### src/rtl/dsp_mac_slice.sv
// Pipelined signed multiply/pre-add/accumulate slice with valid/ready flow control.
// Modes: a*b, a*(d+/-b), ACC_LEN-sample dot-product, a*b+/-c; optional saturation.
module dsp_mac_slice #(
   parameter int A_W      = 18,
   parameter int B_W      = 18,
   parameter int P_W      = 48,
   parameter int MPIPE    = 2,
   parameter int ACC_LEN  = 8,
   parameter int SATURATE = 1
) (
   input  logic                  clk,
   input  logic                  rst,
   input  logic                  in_valid,
   output logic                  in_ready,
   input  logic signed [A_W-1:0] a,
   input  logic signed [B_W-1:0] b,
   input  logic signed [B_W-1:0] d,
   input  logic signed [P_W-1:0] c,
   input  logic [1:0]            mode,
   input  logic                  sub,
   output logic                  out_valid,
   input  logic                  out_ready,
   output logic signed [P_W-1:0] p,
   output logic                  ovf
);

   localparam int PR_W  = A_W + B_W + 1;
   localparam int ST_W  = 1 + 2 + 1 + P_W + PR_W;
   localparam int CNT_W = (ACC_LEN > 2) ? $clog2(ACC_LEN) : 1;

   localparam logic [1:0] MODE_MUL = 2'b00;
   localparam logic [1:0] MODE_PRE = 2'b01;
   localparam logic [1:0] MODE_DOT = 2'b10;
   localparam logic [1:0] MODE_MAC = 2'b11;

   localparam logic [CNT_W-1:0] CNT_LAST = CNT_W'(ACC_LEN - 1);
   localparam logic [P_W-1:0]   P_MAX    = {1'b0, {(P_W-1){1'b1}}};
   localparam logic [P_W-1:0]   P_MIN    = {1'b1, {(P_W-1){1'b0}}};

   logic advance;
   assign advance  = !out_valid || out_ready;
   assign in_ready = advance;

   logic signed [B_W:0]    pre_in;
   logic signed [PR_W-1:0] a_x;
   logic signed [PR_W-1:0] pre_x;
   logic signed [PR_W-1:0] prod_in;
   logic [ST_W-1:0]        st_in;

   // The multiply is formed from the raw operands so the first pipeline register already holds the product.
   always_comb begin
      pre_in = {b[B_W-1], b};
      if (mode == MODE_PRE) begin
         if (sub) pre_in = {d[B_W-1], d} - {b[B_W-1], b};
         else     pre_in = {d[B_W-1], d} + {b[B_W-1], b};
      end
      a_x     = {{(B_W+1){a[A_W-1]}}, a};
      pre_x   = {{A_W{pre_in[B_W]}}, pre_in};
      prod_in = a_x * pre_x;
      st_in   = {in_valid, mode, sub, c, prod_in};
   end

   logic [ST_W-1:0] pipe_reg [MPIPE];

   genvar gi;
   generate
      for (gi = 0; gi < MPIPE; gi++) begin : g_pipe
         if (gi == 0) begin : g_first
            always_ff @(posedge clk) begin
               if (rst)          pipe_reg[gi] <= '0;
               else if (advance) pipe_reg[gi] <= st_in;
            end
         end else begin : g_next
            always_ff @(posedge clk) begin
               if (rst)          pipe_reg[gi] <= '0;
               else if (advance) pipe_reg[gi] <= pipe_reg[gi-1];
            end
         end
      end
   endgenerate

   logic                  fin_valid;
   logic [1:0]            fin_mode;
   logic                  fin_sub;
   logic signed [P_W-1:0] fin_c;
   logic signed [PR_W-1:0] fin_prod;
   assign {fin_valid, fin_mode, fin_sub, fin_c, fin_prod} = pipe_reg[MPIPE-1];

   logic signed [P_W-1:0] acc_reg;
   logic [CNT_W-1:0]      cnt_reg;
   logic signed [P_W:0]   prod_ext;
   logic signed [P_W:0]   c_ext;
   logic signed [P_W:0]   acc_ext;
   logic signed [P_W:0]   sum;
   logic                  over;
   logic signed [P_W-1:0] res;

   // One guard bit above P_W exposes overflow as a disagreement of the top two bits.
   always_comb begin
      prod_ext = {{(P_W+1-PR_W){fin_prod[PR_W-1]}}, fin_prod};
      c_ext    = {fin_c[P_W-1], fin_c};
      acc_ext  = {acc_reg[P_W-1], acc_reg};
      case (fin_mode)
         MODE_DOT: sum = (cnt_reg == '0) ? prod_ext : acc_ext + prod_ext;
         MODE_MAC: sum = fin_sub ? prod_ext - c_ext : prod_ext + c_ext;
         default:  sum = prod_ext;
      endcase
      over = sum[P_W] ^ sum[P_W-1];
      res  = sum[P_W-1:0];
      if (over && SATURATE != 0) res = sum[P_W] ? P_MIN : P_MAX;
   end

   always_ff @(posedge clk) begin
      if (rst) begin
         out_valid <= 1'b0;
         p         <= '0;
         acc_reg   <= '0;
         cnt_reg   <= '0;
         ovf       <= 1'b0;
      end else if (advance) begin
         out_valid <= 1'b0;
         if (fin_valid) begin
            if (over) ovf <= 1'b1;
            if (fin_mode == MODE_DOT) begin
               acc_reg <= res;
               if (cnt_reg == CNT_LAST) begin
                  p         <= res;
                  out_valid <= 1'b1;
                  cnt_reg   <= '0;
               end else begin
                  cnt_reg <= cnt_reg + CNT_W'(1);
               end
            end else begin
               p         <= res;
               out_valid <= 1'b1;
               // A non-accumulate sample interrupting a dot-product throws the partial sum away.
               if (cnt_reg != '0) begin
                  cnt_reg <= '0;
                  acc_reg <= '0;
                  ovf     <= 1'b1;
               end
            end
         end
      end
   end

endmodule

### config.mk
export PLATFORM = sky130hd
export DESIGN_NAME = dsp_mac_slice
export DESIGN_NICKNAME = d
export VERILOG_FILES = /design/src/rtl/dsp_mac_slice.sv
export SDC_FILE = /design/constraint.sdc
export NUM_CORES = 2
export LEC_CHECK = 0
export BUFFER_PORTS_ARGS = -buffer_cell sky130_fd_sc_hd__buf_2
export CORE_MARGIN = 8
export CORE_UTILIZATION = 45
export CTS_CLUSTER_SIZE = 14
export DETAILED_ROUTE_END_ITERATION = 6
export PLACE_DENSITY = 0.6
export SYNTH_ARGS = -nofsm -noshare
export SYNTH_HDL_FRONTEND = slang
export SYNTH_SLANG_ARGS = --single-unit
### constraint.sdc
create_clock -name clk -period 16 [get_ports clk]
set_input_delay 3.2 -clock clk [delete_from_list [all_inputs] [get_ports clk]]
set_output_delay 3.2 -clock clk [all_outputs]
set_load 0.005 [all_outputs]
== Word-level counts from Yosys, hierarchy flattened ==
Memory sizes are Yosys's and may differ from the RTL's.
Index checks and enable logic that the tools add are counted.
W data, S select, Z words.
Cells by class
  $add $sub $neg: 6
  multipliers: 1
  divide/modulo/power cells: 0
  order comparisons: 0
  eq/ne operators: 5
  shift-type cells: 0
  multiplexer cells: 27
  bitwise logic cells: 3
  reduce and logical (&&, ||, !) cells: 8
Operators with widths (number)
  $mux W48: 6
  $mux W89: 2
  $mux W49: 2
  $pmux W49 S2: 1
  $add A37 B48 Y49: 1
  $add A48 B37 Y49: 1
  $sub A37 B48 Y49: 1
  $mux W19: 2
  $mul A18 B19 Y37: 1
  $add A18 B18 Y19: 1
  $sub A18 B18 Y19: 1
  $mux W1: 11
  $mux W3: 3
  $reduce_and A3 Y1: 2
  $eq A2 B2 Y1 const B: 2
  $add A3 B1 Y3 const B: 1
  $eq A3 B3 Y1 const B: 1
  $logic_not A3 Y1: 1
  $reduce_bool A3 Y1: 1
  $eq A2 B1 Y1 const B: 1
  $ne A2 B1 Y1 const B: 1
  $or A1 B1 Y1: 2
  $reduce_and A2 Y1: 1
  $reduce_bool A2 Y1: 1
  3 further kinds: 3
Storage, ports and cells
  register bits: 101
  latch bits: 0
  memory bits (writable): 178
  memory bits (read-only): 0
  bits of input ports: 109
  output and inout bits: 51
  word-level logic and storage cells: 56
  memories: 1
Memories
  pipe_reg: words 2, bits a word 89, read ports 2, clocked after memory_dff 0, write ports 2, line 63  | logic [ST_W-1:0] pipe_reg [MPIPE];

== Logic depth before layout (Yosys ltp) ==
  word-level depth: 7
  gate-level depth with buffers: 42
  mapped depth without buffers: 41

== Worst setup path before layout ==
OpenSTA, ideal clock, no wires.
  path kind: in2reg
  from: in sub
  to: mem pipe_reg[0][32] (netlist name) (data pin)
  setup time: 0.266 ns
  arrival: 12.233 ns
  data required time: 15.734 ns
  slack: 3.501 ns
  cell stages on the path: 39
  buffers on the path: 3
  cells stage by stage: clkbuf_1 -> clkbuf_1 -> mux2i_1 -> fa_1 -> a21oi_1 -> o21bai_1 -> a2111oi_0 -> o31ai_1 -> o41ai_2 -> o21ai_1 -> or4_1 -> a31oi_1 -> xnor2_1 -> o21ai_1 -> buf_2 -> nand2_1 -> fa_1 -> inv_1 -> [... 3 more ...] -> fa_1 -> inv_1 -> fa_1 -> inv_1 -> fa_1 -> inv_1 -> ha_1 -> a21o_1 -> a21o_1 -> a21o_1 -> a21o_1 -> a21oi_1 -> nand3_1 -> o31a_1 -> a311o_1 -> a21oi_1 -> xor2_1 -> nor2_1
RTL lines
  from (decl): line 20  | input logic sub,
  to (decl): line 63

==> impl_metrics.env <==
export IMPL_ctsHoldBuffers=0
export IMPL_finalClockSkew_ns=0.0208
export IMPL_die_area_um2=78500
export IMPL_synth_common_cells="453 x inv_1, 356 x nand2_1, 342 x fa_1"
export IMPL_rsz0062_at_grt="false"
export IMPL_final_cells=4527
export IMPL_synth_top_area_cell="fa_1"
export IMPL_path_clk_slew_ns=0.06
export IMPL_clk_path_buf_depth=3
export IMPL_cts_max_level=1
export IMPL_nFillCells=6722
export IMPL_post_cts_resized=0
export IMPL_grt_overflow=0
export IMPL_fin_area_um2=33800
export IMPL_slew_viol_final=0
export IMPL_cts_made_buffers=27
export IMPL_grt_max_degree=86
export IMPL_routedWlPerCell_um=17.7
export IMPL_timing_final_ws_setup_ns=3.40
export IMPL_cts_tree="done"
export IMPL_placed_cells=4478
export IMPL_dp_hpwl_um=63500
export IMPL_drtAntennaViolNets=0
export IMPL_ios=160
export IMPL_largest_reg_flops=178
export IMPL_arrival_ns=12.89
export IMPL_pre_cts_ws_ns=2.81
export IMPL_relSlewSlack=0.211
export IMPL_drtIter0Drc=1419
export IMPL_drive_gt1_frac=0.0767
export IMPL_path_buf_inv=8
export IMPL_antenna_found_initial=0
export IMPL_ys_ff_latch=279
export IMPL_fin_tns_setup_ns=0
export IMPL_critPathRequiredTime_ns=16.30
export IMPL_hold_path_cell_count=2
export IMPL_synth_most_common_cell="inv_1"
export IMPL_tightest_slew_ns=1.18
export IMPL_fmaxAchievable_ghz=0.0794
export IMPL_max_stage_delay_ns=0.63
export IMPL_synth_cells=3509
export IMPL_ys_async_sr_fraction=0
export IMPL_viasPerCell=5.29
export IMPL_ys_types=85
export IMPL_cp_top_family="adder cells"
export IMPL_critPathKind="input port to flop"
export IMPL_start_util=0.451
export IMPL_syn_area_per_cell_um2=8.94
export IMPL_port_buffers=159
export IMPL_grt_pass1_vias=24150
export IMPL_synth_nets=4176
export IMPL_hold_viol_final=0
export IMPL_globalRouteTotalUtil=0.203
export IMPL_layout_nets=4234
export IMPL_grt_pass1_wl_um=130000
export IMPL_status="completed"
export IMPL_dr_pass1_iters=5
export IMPL_cts_root_buf="clkbuf_16"
export IMPL_hp_start="p[31]"
export IMPL_syn_cell_area_um2=31400
export IMPL_post_cts_buffers=0
export IMPL_clock_sinks=279
export IMPL_drc=0
export IMPL_coreArea_um2=69500
export IMPL_synth_area_leaders="fa_1 22%, edfxtp_1 17%, ha_1 8.6%"
export IMPL_rr_startpoint="pipe_reg[1][41]"
export IMPL_cp_common_cell="inv_1"
export IMPL_cp_depth=40
export IMPL_cp_startpoint="b[0]"
export IMPL_clk_latency_ns=0.57
export IMPL_drv_cap=0
export IMPL_synth_flop_cell="edfxtp_1"
export IMPL_wl_um=80300
export IMPL_postPlaceCellArea_um2=33000
export IMPL_startpoint_type="input port"
export IMPL_yosys_area_top_type_share=0.218
export IMPL_critical_path_slowest_cell="a2111oi_0"
export IMPL_hold_class="flop to flop"
export IMPL_synthToLayoutAreaGrowth_pct=7.83
export IMPL_ys_seq_area_frac=0.235
export IMPL_crit_fanout=26
export IMPL_vias=23950
export IMPL_synth_edf_count=178
export IMPL_cp_end_kind="flop"
export IMPL_r2r_cells=21
export IMPL_finalSetupViolCount=0
export IMPL_gp_congestion=0.928
export IMPL_die_width_um=280
export IMPL_period_needed_ns=12.60
export IMPL_die_y_um=280
export IMPL_yosys_warnings=0
export IMPL_finalCritPeriodShare=0.787
export IMPL_fp_row_count=97
[worst reg2reg max path: cells and delay by family, from the launching register on]
family          cells  cell delay, ns
xor+xnor            1            0.16
compound gates      8            2.25
flops               1            0.44
buf+inv             2            0.63
simple gates        9            2.40
fa+ha+maj           1            0.41
[cells in the final DEF (no fill, tap or decap), types with 12 or more instances in the layout]
cell	instances
inv_1	453
nand2_1	356
fa_1	342
and2_1	319
ha_1	216
a21oi_1	214
nor2_1	198
edfxtp_1	178
buf_2	159
xnor2_1	140
dfxtp_1	101
o21ai_0	84
a21o_1	84
o21ai_1	63
xor2_1	54
nor3_1	51
o22ai_1	51
a22o_1	47
nand3_1	35
buf_4	33
nand2b_1	30
clkbuf_16	27
nor2b_1	20
a31oi_1	19
and3_1	19
nand4_1	18
o21bai_1	15
o31ai_1	14
or3_1	14
o211ai_1	13
a211oi_1	12
o21a_1	12
nor4_1	12
[through the flow]
stage	hold WS [ns]	util
CTS	0.448	0.487
global route	0.467	0.487
floorplan	0.430	-
detailed placement	0.440	0.475
global placement	0.436	0.475
finish	0.443	0.487
[final timing paths]
kind,to,slack [ns]
max reg2reg,acc_reg[26],9.65
min,p[31],0.44
min reg2reg,p[31],0.44
max,pipe_reg[0][32],3.40
[final cells by class]
cell class	count	area (um^2)	area share
Antenna cell	1	2.50	0.0000739
Clock buffer	36	721	0.0213
Clock inverter	12	93.8	0.00277
Inverter	454	1700	0.0504
Multi-Input combinational cell	2613	21700	0.642
Sequential cell	279	7370	0.218
Tap cell	940	1180	0.0348
Timing Repair Buffer	192	1040	0.0308
[logic make-up (layout without fill, tap and decap cells)]
| group | Yosys count | count (layout) | share of synthesized area |
|---|---|---|---|
| AO/OA/AOI/OAI | 733 | 733 | 0.151 |
| buffers and inverters | 617 | 694 | 0.0751 |
| multiplexers | 11 | 11 | 0.00359 |
| flip-flops | 279 | 279 | 0.235 |
| adder cells (fa/ha/maj) | 560 | 560 | 0.305 |
| other | 0 | 1 | 0 |
| AND/OR/NAND/NOR | 1115 | 1115 | 0.177 |
| XOR/XNOR | 194 | 194 | 0.0541 |
[layer usage]
layer  global-route usage  wire [um]  vias up
met5                    0          0        -
li1                     -          -    11813
met3               0.0241       4790       84
met4               0.0387       1460        0
met1                0.283      37200    11403
met2                0.339      36900      650
Power is not shown: default switching activity piles up to over one toggle a cycle in this logic, so the estimate is an artifact.
